<file path="src/rtl/piso_serializer_pkg.sv">
// rtl/piso_serializer_pkg.sv - shared state encodings and sizing helper for the PISO serializer
package piso_serializer_pkg;

    // These encodings are shared with the matching deserializer.
    localparam logic [1:0] ST_IDLE  = 2'd0;
    localparam logic [1:0] ST_SHIFT = 2'd1;
    localparam logic [1:0] ST_DONE  = 2'd2;

    function automatic int cnt_width(input int n);
        return (n > 1) ? $clog2(n) : 1;
    endfunction

endpackage

</file>
<file path="src/rtl/piso_serializer_shift_reg.sv">
// rtl/piso_serializer_shift_reg.sv - N-bit load/shift register with zero fill toward the output end
module shift_reg_n
    import piso_serializer_pkg::*;
#(
    parameter int N         = 8,
    parameter bit LSB_FIRST = 1'b1
) (
    input  logic         clk,
    input  logic         rst_i,
    input  logic         load_i,
    input  logic         shift_i,
    input  logic [N-1:0] d_i,
    output logic [N-1:0] q_o,
    output logic         out_bit_o
);

    logic [N-1:0] q_q;
    logic [N-1:0] q_d;

    always_comb begin
        q_d = q_q;
        if (load_i) begin
            q_d = d_i;
        end else if (shift_i) begin
            q_d = LSB_FIRST ? (q_q >> 1) : (q_q << 1);
        end
    end

    always_ff @(posedge clk) begin
        if (rst_i) begin
            q_q <= '0;
        end else begin
            q_q <= q_d;
        end
    end

    assign q_o       = q_q;
    assign out_bit_o = LSB_FIRST ? q_q[0] : q_q[N-1];

endmodule

</file>
<file path="src/rtl/piso_serializer.sv">
// rtl/piso_serializer.sv - parallel-in/serial-out transmitter with valid/ready load and done pulse
module piso_serializer
    import piso_serializer_pkg::*;
#(
    parameter int N         = 8,
    parameter bit LSB_FIRST = 1'b1
) (
    input  logic         clk,
    input  logic         reset,
    input  logic         clear,
    input  logic [N-1:0] din,
    input  logic         load_valid,
    output logic         load_ready,
    output logic         sout,
    output logic         sout_valid,
    output logic         busy,
    output logic         done
);

    localparam int CW = cnt_width(N);
    localparam logic [CW-1:0] CNT_LAST = CW'(N - 1);

    logic [1:0]    state_q;
    logic [1:0]    state_d;
    logic [CW-1:0] cnt_q;
    logic [CW-1:0] cnt_d;
    logic [N-1:0]  shreg;
    logic          out_bit;
    logic          accept;
    logic          in_shift;
    logic          sync_rst;

    assign sync_rst   = reset || clear;
    assign load_ready = (state_q == ST_IDLE) || (state_q == ST_DONE);
    assign accept     = load_valid && load_ready;
    assign in_shift   = (state_q == ST_SHIFT);

    always_comb begin
        state_d = state_q;
        cnt_d   = cnt_q;
        case (state_q)
            ST_IDLE: begin
                if (accept) begin
                    state_d = ST_SHIFT;
                    cnt_d   = '0;
                end
            end
            ST_SHIFT: begin
                // Hold the counter on the last bit so it never wraps.
                if (cnt_q == CNT_LAST) begin
                    state_d = ST_DONE;
                end else begin
                    cnt_d = cnt_q + 1'b1;
                end
            end
            ST_DONE: begin
                if (accept) begin
                    state_d = ST_SHIFT;
                    cnt_d   = '0;
                end else begin
                    state_d = ST_IDLE;
                end
            end
            default: begin
                state_d = ST_IDLE;
                cnt_d   = '0;
            end
        endcase
    end

    always_ff @(posedge clk) begin
        if (sync_rst) begin
            state_q <= ST_IDLE;
            cnt_q   <= '0;
        end else begin
            state_q <= state_d;
            cnt_q   <= cnt_d;
        end
    end

    shift_reg_n #(
        .N         (N),
        .LSB_FIRST (LSB_FIRST)
    ) u_shreg (
        .clk       (clk),
        .rst_i     (sync_rst),
        .load_i    (accept),
        .shift_i   (in_shift),
        .d_i       (din),
        .q_o       (shreg),
        .out_bit_o (out_bit)
    );

    assign sout_valid = in_shift;
    assign sout       = in_shift && out_bit;
    assign busy       = in_shift;
    assign done       = (state_q == ST_DONE);

endmodule

</file>
<file path="config.mk">
export PLATFORM = sky130hd
export DESIGN_NAME = piso_serializer
export DESIGN_NICKNAME = d
export VERILOG_FILES = /design/src/rtl/piso_serializer_pkg.sv /design/src/rtl/piso_serializer_shift_reg.sv /design/src/rtl/piso_serializer.sv
export SDC_FILE = /design/constraint.sdc
export NUM_CORES = 1
export LEC_CHECK = 0
export BUFFER_PORTS_ARGS = -buffer_cell sky130_fd_sc_hd__buf_4
export CAP_MARGIN = 30
export CELL_PAD_IN_SITES_DETAIL_PLACEMENT = 2
export CELL_PAD_IN_SITES_GLOBAL_PLACEMENT = 2
export CORE_MARGIN = 1.5
export CORE_UTILIZATION = 30
export DETAILED_ROUTE_END_ITERATION = 6
export PLACE_DENSITY = 0.81
export SLEW_MARGIN = 40
export SYNTH_ARGS = -nofsm -noshare
export SYNTH_HDL_FRONTEND = slang
export SYNTH_SLANG_ARGS = --single-unit
</file>
<file path="constraint.sdc">
create_clock -name clk -period 2.5 [get_ports clk]
set_input_delay 0.25 -clock clk [delete_from_list [all_inputs] [get_ports clk]]
set_output_delay 0.25 -clock clk [all_outputs]
set_load 0.01 [all_outputs]
</file>
; ---- Word-level counts from Yosys, hierarchy flattened
; Index checks and enable logic that the tools add are counted.
[word_totals]
ramBits = 0
out_inout_bits = 5
wordCells = 29
romBits = 0
reg_bits = 13
latchBits = 0
mem_count = 0
inputBits = 12
[op_classes]
n_shift = 0
muxes = 9
order_cmp = 0
mul = 0
addsub = 1
eq_ne = 7
reduce_logical = 9
bitwise_logic = 0
div_mod_pow = 0
[ops]
columns = op, count
row1 = 8-bit two-way mux, 2
row2 = 3-bit two-way mux, 2
row3 = 2-bit one-hot mux with 3 select lines, 1
row4 = 3-bit one-hot mux with 2 select lines, 1
row5 = 2-bit two-way mux, 2
row6 = 2-bit by 1-bit != test with 1-bit output (second input constant), 2
row7 = 2-bit != test (second input constant), 2
row8 = 2-bit AND reduction, 2
row9 = 3-bit by 1-bit adder with 3-bit output (second input constant), 1
row10 = 3-bit equality test (second input constant), 1
row11 = 2-bit by 1-bit equality test with 1-bit output (second input constant), 1
row12 = 2-bit equality test (second input constant), 1
row13 = 1-bit logical AND, 2
row14 = 2-bit logical NOT, 1
row15 = 1-bit logical OR, 2
row16 = 2-bit nonzero test, 1
row17 = 2-bit OR reduction, 1
row18 = 1-bit two-way mux, 1

; ---- Longest topological paths before layout
; Gate-level depths: netlist of the first run.
[logic_depth]
depth_word = 5
mapped_depth = 5
ltp_nobuf = 4

; ---- Modules after synthesis
; From an unflattened synthesis of the first run, not the netlist that was laid out.
[unflattened]
cells_unflattened = 62
hier_area_um2 = 640.6
[by_module_without_submodules]
columns = mod, instances, cells_per_inst, seq_area_each_um2, area_each_um2
row1 = shift_reg_n, 1, 36, 160.2, 376.6
row2 = piso_serializer, 1, 26, 100.1, 264.0

; ---- Least setup slack after synthesis of the first run
; Ideal clock, no wire load.
[synth_timing]
kind = register to register
start = register cnt_q[0]
end = register cnt_q[1]
synth_period_minus_slack_ns = 1.302
required_time_ns = 2.383
stages_incl_launch_ff = 5
setup_time_ns = 0.117
n_path_buf = 0
arrival_time_ns = 1.184
slack_ns = 1.198
path_cell_list = dfxtp_1 ha_1 ha_1 o2bb2ai_1 a32o_1
[synth_via]
elab_chain_len = 3
elab_cells_between_ends = 6
cone_classes = 1 x add/sub / 2 x eq/ne / 2 x mux / 1 x reduce/logical
[synth_lines]
columns = element, line
row1 = start: declaration, piso_serializer.sv:25  ; logic [CW-1:0] cnt_q;
row2 = start signal: assignment, piso_serializer.sv:77  ; cnt_q <= cnt_d;
row3 = 3-bit by 1-bit adder with 3-bit output / 3-bit equality test (equally long branches), "piso_serializer.sv:53, piso_serializer.sv:50"
row4 = 3-bit two-way mux / 2-bit != test (equally long branches), n/a
row5 = 3-bit one-hot mux with 2 select lines / 2-bit AND reduction (equally long branches), n/a
; Parallel ways exist; a longest one is shown, timed or not. The select of a mux whose other input is x is not followed.
; A chain may end at the register's enable or synchronous reset.

; ---- Worst setup path in the final report of the first run
[layout_timing]
start = register state_q[0]
end = output port sout
[layout_via]
elab_chain_len = 2
[layout_lines]
columns = element, line
row1 = start: declaration, piso_serializer.sv:23  ; logic [1:0] state_q;
row2 = start signal: assignment, piso_serializer.sv:76  ; state_q <= state_d;
row3 = 2-bit by 1-bit equality test with 1-bit output, piso_serializer.sv:36  ; assign in_shift = (state_q == ST_SHIFT);
row4 = 1-bit logical AND, piso_serializer.sv:95  ; assign sout = in_shift && out_bit;
row5 = end: declaration, piso_serializer.sv:14  ; output logic sout,
; No other way between the ends.

==> flow_summary.yaml, run 1 <==
clock_network:
  cts_buffers: 3
  clock_latency_ps: 280
  htree_levels: 1
  post_cts_buffers: 0
  clk_pin_slew_ps: 80
  clock-sinks: 13
  root_buffer: "clkbuf_4"
  holdBufCountCts: 0
  cts_tree: "yes"
  cts_buffer_depth: 2
  post_cts_resized: 0
yosys:
  synth-seq-cells: 13
  syn_nets: 79
  synth_edf_count: 0
  ys_seq_area_share_pct: 43.2
  synth.area.top_cells: "dfxtp_1 43%, nand2_1 4.4%, ha_1 4.2%"
  syn_inst: 65
  ys_warn_count: 0
  yosys.area.top_type: "dfxtp_1"
  avgSynthCellArea_um2: 9.26
  synth_top_area_share_pct: 43.2
  synth.most_common_cell: "dfxtp_1"
  synth_cell_types: 28
  synthesis.area_um2: 602
  synth_commonest_cells: "13 x dfxtp_1, 7 x nand2_1, 4 x nor3_1"
  ys.flop_type: "dfxtp_1"
  async_flop_share_pct: 0
worst_setup_path:
  crit_path_start_kind: "register"
  cp_top_family: "flip-flops"
  critPathArrivalTime_ps: 1430
  worst-endpoint-required_ps: 2250
  crit_chain: "nand2b_2 -> inv_2 -> and2_1 -> buf_4"
  cp_slowest_cell: "dfxtp_1"
  cp_max_fo: 12
  cp_num_buf_inv: 2
  cp.depth: 4
  r2r_cells: 4
  critPathMaxStageDelay_ps: 420
  crit_path_end_kind: "primary output"
  critPathKind: "register to primary output"
  ff2ff_setup_slack_ps: 1070
sta:
  hold_violations: 0
  period_share_pct: 67.3
  setup_tns_ps: 0
  clock_skew_ps: 1.88
  finalCriticalPeriod_ps: 1680
  slew_viol_final: 0
  timing.final.setup_violations: 0
  fmax_ghz: 0.594
  worstMarginPinSlew_ps: 485
  slew_headroom_pct: 67.6
  rsz0062_at_grt: "false"
  holdWs_ps: 221
power_and_ir_drop:
  p_per_area_nw_per_um2: 545
  total_power_mw: 0.405
  p_seq_share_pct: 53.8
  power.internal_mw: 0.301
  peakVddDrop_mv: 0.319
  clkPwrFrac_pct: 33.0
  pwr-share-comb_pct: 13.2
  swShare_pct: 25.8
  power.switching_mw: 0.105
  leakage_nw: 0.302
floorplanning:
  die_h_um: 47.8
  die_area_um2: 2280
  initial_utilization_pct: 31.3
  ioPinCount: 17
  core_um2: 1920
  die_w_um: 47.8
  num_rows: 16
global_routing:
  grt_pass1_wl_mm: 2.11
  grt_start_max_net_pins: 13
  antenna_found_initial: 0
  grt_util_all_layers_pct: 14.0
  grt_pass1_vias: 476
  grt_overflow: 0
hold_path:
  hold_path_class: "primary input to register"
  min_path_cells: 3
cells_and_area:
  insertedDiodeCount: 0
  area_growth_pct: 23.5
  utilization_pct: 38.7
  nets: 95
  final_area_um2: 743
  drive_gt1_share_pct: 28.7
  fillers: 226
place:
  place.gp.congestion: 0.688
  dp_hpwl_mm: 1.03
  postPlaceCellArea_um2: 717
  port_buffers: 16
detailed_routing:
  viasPerCell: 5.09
  wl_per_cell_um: 13.4
  ant_nets: 0
  drt_iter0_drc: 5
  drc_errors: 0
  vias: 545
  drtPass1Iterations: 3
  wl_mm: 1.43
run_status:
  status: "complete, no violations"
job:
  max_cap_violations: 0
cell usage in the layout, fill, tap and decap left out, drive strengths merged:
| master | Yosys | final |
|---|---|---|
| a22oi | 2 | 2 |
| buf | 5 | 16 |
| nand2 | 7 | 7 |
| o21ai | 3 | 3 |
| dfxtp | 13 | 13 |
| a32o | 2 | 2 |
| o22ai | 2 | 2 |
| o2bb2ai | 1 | 1 |
| inv | 2 | 2 |
| and2b | 2 | 2 |
| ha | 2 | 2 |
| or2 | 1 | 1 |
| and2 | 1 | 1 |
| nor4 | 1 | 1 |
| nand2b | 2 | 2 |
| nor2 | 2 | 2 |
| a31o | 1 | 1 |
| and3 | 1 | 1 |
| o21a | 1 | 1 |
| nand3 | 3 | 3 |
| a21oi | 3 | 3 |
| a31oi | 3 | 3 |
| nor3 | 5 | 5 |
| clkbuf | 0 | 4 |
kinds of logic after synthesis:
group | Yosys count | synth area share (%)
buffers and inverters | 7 | 7.69
AO/OA/AOI/OAI | 18 | 20.2
AND/OR/NAND/NOR | 25 | 24.7
adder cells (fa/ha/maj) | 2 | 4.16
flip-flops | 13 | 43.2
through the flow:
stage          instances  setup WS (ps)
3_5_place_dp         103           1090
3_3_place_gp         103           1120
4_1_cts              107            790
2_1_floorplan         65           1200
6_report             107            817
5_1_grt              107            708
state kept, by name, summed over array words and instances, names as in the netlist:
signal and flops:
cnt_q 3, u_shreg.q_o 8, state_q 2
power groups by stage:
stage	sequential [mW]	clock [mW]	combinational (mW)
final	0.218	0.134	0.0537
after global routing	0.219	0.149	0.0594
after CTS	0.218	0.141	0.0547
after detailed placement	0.223	0	0.0541
after global placement	0.223	0	0.0524
after floorplan	0.222	0	0.0347
final timing paths:
path	from	to
setup / recovery	state_q[0]$_SDFFE_PP0P_	sout
setup reg to reg	cnt_q[0]$_SDFFE_PP0P_	cnt_q[2]$_SDFFE_PP0P_
hold reg to reg	u_shreg.q_o[0]$_SDFFE_PP0P_	u_shreg.q_o[0]$_SDFFE_PP0P_
hold / removal	din[7]	u_shreg.q_o[7]$_SDFFE_PP0P_
final cells by class:
cell class | count | area, um^2 | share of cell area [%]
multi-input combinational | 45 | 295 | 39.7
sequential | 13 | 260 | 35.0
timing repair buffer | 16 | 120 | 16.2
tap | 27 | 33.8 | 4.55
clock buffer | 4 | 26.3 | 3.54
inverter | 2 | 7.51 | 1.01
tightest hold or removal path, delay by kind of cell:
kind / cells / cell delay [ps]
AOI/OAI and AO/OA: 1 / 50
buffers and inverters: 1 / 110
and+or+nand+nor: 1 / 50
per-layer routing:
metal | track usage (%) | up-vias | wire [um] | part of all wire, %
li1 | - | 265 | - | -
met1 | 17.3 | 265 | 612 | 43
met2 | 22.1 | 13 | 719 | 50
met3 | 6.79 | 2 | 90 | 6.3
met4 | 3.24 | 0 | 12 | 0.84
met5 | 0 | - | 0 | 0
Note: power is estimated with default switching activity, not from simulation.
==> inputs of run 2 (changes only) <==
- CORE_UTILIZATION: 30 -> 28
- PLACE_DENSITY: 0.81 -> 0.76
- clock period: 2.5 -> 1.55 ns (I/O delays scaled with it)
==> run 2 against run 1 <==
  * Power is 62% higher
  * Largest power group unchanged
  * Flip-flop and latch count did not move
  * Final area rose by 2.0%
  * Non-clock buffer count is 2 higher
  * Largest cell class unchanged
  * Clock-buffer cell count did not move
==> flow_summary.yaml, run 2 (synthesis gave the netlist of run 1 again) <==
hold_path:
  hold_path_class: "primary input to register"
detailed_routing:
  wl_per_cell_um: 13.6
  vias: 534
  ant_nets: 0
  viasPerCell: 4.90
  drc_errors: 0
  drt_iter0_drc: 1
  wl_mm: 1.48
  drtPass1Iterations: 2
global_routing:
  use_met1_pct: 17.1
  grt_use_met3_pct: 3.07
  grt_start_max_net_pins: 13
  grt-busiest-layer: "met2"
  grt_overflow: 0
  grt_util_all_layers_pct: 13.4
  antenna_found_initial: 0
  grt_pass1_vias: 565
  grt_pass1_wl_mm: 2.51
  global_route.usage.met2_pct: 22.1
place:
  dp_hpwl_mm: 1.10
  place.gp.congestion: 0.696
  dp.cells: 105
  port_buffers: 16
clock_network:
  post_cts_buffers: 0
  clock-sinks: 13
  clk_pin_slew_ps: 90
  clock_latency_ps: 270
  htree_levels: 1
  holdBufCountCts: 0
  cts_tree: "yes"
  post_cts_resized: 0
  root_buffer: "clkbuf_4"
  cts_buffer_depth: 2
  cts_buffers: 3
cells_and_area:
  nets: 97
  area_growth_pct: 26.0
  insertedDiodeCount: 0
  final_common_cell: "buf_4"
  layout_common_cells: "18 x buf_4, 13 x dfxtp_1, 7 x nand2_1"
  fin_cells: 109
  drive_gt1_share_pct: 30.5
  largest_register_ff_count: 8
sta:
  slew_headroom_pct: 69.6
  slew_viol_final: 0
  timing.final.setup_violations: 0
  period_share_pct: 90.5
  hold_violations: 0
  worstMarginPinSlew_ps: 454
  clock_skew_ps: 5.95
  finalCriticalPeriod_ps: 1400
  fmax_ghz: 0.713
  setup_tns_ps: 0
  rsz0062_at_grt: "false"
floorplanning:
  die_h_um: 49.4
  initial_utilization_pct: 30.1
  die_w_um: 49.4
  core_um2: 2000
  num_rows: 16
  die_area_um2: 2440
  ioPinCount: 17
worst_setup_path:
  cp_slowest_cell: "dfxtp_1"
  cp_max_fo: 5
  cp_num_buf_inv: 0
  crit_path_end_kind: "register"
  worst-endpoint-required_ps: 1720
  critPathKind: "register to register"
  crit_path_frequent_cell: "ha_1"
  critPathArrivalTime_ps: 1580
  crit_chain: "ha_1 -> ha_1 -> o2bb2ai_1 -> a32o_1"
  critPathMaxStageDelay_ps: 360
  crit_path_start_kind: "register"
  cp_top_family: "compound AO/OA/AOI/OAI gates"
power_and_ir_drop:
  p_per_area_nw_per_um2: 864
  leakage_nw: 0.311
  peakVddDrop_mv: 0.452
job:
  max_cap_violations: 0
run_status:
  status: "complete, no violations"
[run 2: cell count changes in the layout (fill, tap and decap cells not counted), sizes merged]
cell  previous run  this run
buf             16        18
[run 2: per-layer routing]
layer	vias to the layer above	wire length (um)
met3	0	57
li1	267	-
met4	0	0
met2	10	738
met1	257	689
met5	-	0
[run 2: final timing paths]
kind	from	to	slack (ps)	depth (start not counted)
worst max-delay path	cnt_q[0]$_SDFFE_PP0P_	cnt_q[1]$_SDFFE_PP0P_	150	4
worst min-delay path	din[7]	u_shreg.q_o[7]$_SDFFE_PP0P_	140	3
worst max register to register	cnt_q[0]$_SDFFE_PP0P_	cnt_q[1]$_SDFFE_PP0P_	150	4
worst min register to register	u_shreg.q_o[0]$_SDFFE_PP0P_	u_shreg.q_o[0]$_SDFFE_PP0P_	470	2
[run 2: final cells by class]
type                       count  area [um^2]
tap                           27         33.8
timing repair buffer          18          135
inverter                       2         7.51
sequential                    13          260
clock buffer                   4         26.3
fill                         245         1240
multi-input combinational     45          295
[run 2: tightest hold or removal path, cell delays in order]
cell and delay (ps):
buf_4 110, nand2_1 50, a21oi_1 60
[run 2: stage by stage]
| stage | power [mW] | utilization (%) | cell area, um^2 | hold slack [ps] | worst slack (ps) |
|---|---|---|---|---|---|
| floorplan | 0.414 | - | 602 | 291 | 248 |
| global placement | 0.449 | 36.6 | 732 | 419 | 194 |
| detailed placement | 0.452 | 36.6 | 732 | 432 | 153 |
| CTS | 0.667 | 37.9 | 758 | 140 | 117 |
| global route | 0.697 | 37.9 | 758 | 143 | 50.4 |
| finish | 0.655 | 37.9 | 758 | 144 | 147 |
[run 2: power by group]
part           internal, mW  total [mW]  switching (mW)  leakage (nW)
Sequential            0.345       0.352         0.00735         0.106
Clock                0.0995       0.212           0.113        0.0150
Combinational        0.0439      0.0905          0.0466         0.190
==> inputs of run 3 (changes only) <==
- CORE_ASPECT_RATIO: default -> 1.1
- HOLD_SLACK_MARGIN: default -> 0.02
==> run 3 against run 2 <==
  * Routed wire length about the same
  * Sequential power about the same
  * Clock power about the same
  * Register-to-register slack about the same
  * Combinational power about the same
  * Clock-buffer cell count unchanged
  * Non-clock buffer count unchanged
  * Sequential share of layout area down 0.057 points
  * Final area up 0.16%
  * Setup slack worse by 7.9 ps
  * Critical path type unchanged
==> flow_summary.yaml, run 3 (synthesis gave the netlist of run 1 again) <==
run_status:
  status: "complete, no violations"
sta:
  finalCriticalPeriod_ps: 1410
  rsz0062_at_grt: "false"
  slew_viol_final: 0
  worstMarginPinSlew_ps: 452
  fmax_ghz: 0.709
  period_share_pct: 91.0
  clock_skew_ps: 6.69
  timing.final.setup_violations: 0
  setup_tns_ps: 0
  hold_violations: 0
  holdWs_ps: 145
  slew_headroom_pct: 69.7
clock_network:
  root_buffer: "clkbuf_4"
  htree_levels: 1
  cts_tree: "yes"
  clock-sinks: 13
  clock_latency_ps: 280
  post_cts_buffers: 0
  cts_buffer_depth: 2
  holdBufCountCts: 0
  post_cts_resized: 0
  cts_buffers: 3
  clk_pin_slew_ps: 80
floorplanning:
  initial_utilization_pct: 29.8
  core_um2: 2020
  die_w_um: 47.2
  num_rows: 17
  die_h_um: 51.6
  ioPinCount: 17
  die_area_um2: 2440
cells_and_area:
  drive_gt1_share_pct: 30.5
  fin_cells: 110
  insertedDiodeCount: 0
  final_common_cell: "buf_4"
  utilization_pct: 37.6
  area_growth_pct: 26.2
  nets: 97
  largest_register_ff_count: 8
  layout_common_cells: "18 x buf_4, 13 x dfxtp_1, 7 x nand2_1"
place:
  dp_hpwl_mm: 1.15
  place.gp.congestion: 0.709
  port_buffers: 16
  dp.cells: 106
power_and_ir_drop:
  leakage_nw: 0.311
  p_per_area_nw_per_um2: 862
  peakVddDrop_mv: 0.352
global_routing:
  antenna_found_initial: 0
  grt_start_max_net_pins: 13
  grt_overflow: 0
  grt_pass1_vias: 578
  grt_util_all_layers_pct: 14.9
  grt_pass1_wl_mm: 2.52
detailed_routing:
  wl_mm: 1.48
  drtPass1Iterations: 2
  drc_errors: 0
  vias: 538
  wl_per_cell_um: 13.5
  ant_nets: 0
  drt_iter0_drc: 1
  viasPerCell: 4.89
worst_setup_path:
  crit_chain: "ha_1 -> ha_1 -> o2bb2ai_1 -> a32o_1"
  worst-endpoint-required_ps: 1720
  crit_end: "cnt_q[1]$_SDFFE_PP0P_"
  cp_max_fo: 5
  worst_r2r_endpoint: "cnt_q[1]$_SDFFE_PP0P_"
  crit_path_frequent_cell: "ha_1"
  rr_startpoint: "cnt_q[0]$_SDFFE_PP0P_"
  crit_path_end_kind: "register"
  ff2ff_setup_slack_ps: 140
  critPathKind: "register to register"
  crit_path_start_kind: "register"
  crit_start: "cnt_q[0]$_SDFFE_PP0P_"
  critPathMaxStageDelay_ps: 360
  r2r_cells: 4
  critPathArrivalTime_ps: 1580
  cp_slowest_cell: "dfxtp_1"
job:
  max_cap_violations: 0
hold_path:
  hold_path_class: "primary input to register"
## run 3: cell counts in the layout (fill, tap and decap cells not counted)
No cell type changed its count.
## run 3: how the worst min path moves through the flow
stage                     startpoint                           to  slack, ps  depth (start not counted)
final                         din[7]  u_shreg.q_o[7]$_SDFFE_PP0P_        140                          3
after global routing          din[7]  u_shreg.q_o[7]$_SDFFE_PP0P_        140                          3
after CTS                     din[7]  u_shreg.q_o[7]$_SDFFE_PP0P_        140                          3
after detailed placement      din[7]  u_shreg.q_o[7]$_SDFFE_PP0P_        440                          3
after global placement        din[7]  u_shreg.q_o[7]$_SDFFE_PP0P_        420                          3
after floorplan               din[7]  u_shreg.q_o[7]$_SDFFE_PP0P_        290                          2
## run 3: critical path: cells and delay by family (launching register included)
family / cells / cell delay (ps)
AOI/OAI and AO/OA: 2 / 480
adders and majority gates: 2 / 470
DFF: 1 / 360
## run 3: power by group
part	switching [mW]	total, mW	internal [mW]
sequential	0.00722	0.352	0.345
combinational	0.0463	0.0903	0.0440
clock	0.113	0.213	0.0997
total	0.167	0.655	0.488
## run 3: layout make-up
cell class / count / area, um^2
clock buffers: 4 / 26.3
fillers: 236 / 1260
inverters: 2 / 7.51
multi-input cells: 45 / 295
flip-flops and latches: 13 / 260
well taps: 28 / 35.0
repair buffers: 18 / 135
## run 3: through the flow
stage	instance area [um^2]	total power [mW]	setup WS, ps
2_1_floorplan	602	0.414	248
3_3_place_gp	733	0.450	215
3_5_place_dp	733	0.452	142
4_1_cts	759	0.665	133
5_1_grt	759	0.698	50.7
6_report	759	0.655	139
## run 3: routing by layer
layer | GRT usage, % | vias to the layer above | routed length [um]
li1 | - | 268 | -
met1 | 16.5 | 252 | 655
met2 | 24.7 | 14 | 737
met3 | 3.13 | 4 | 50
met4 | 9.72 | 0 | 40
met5 | 0 | - | 0
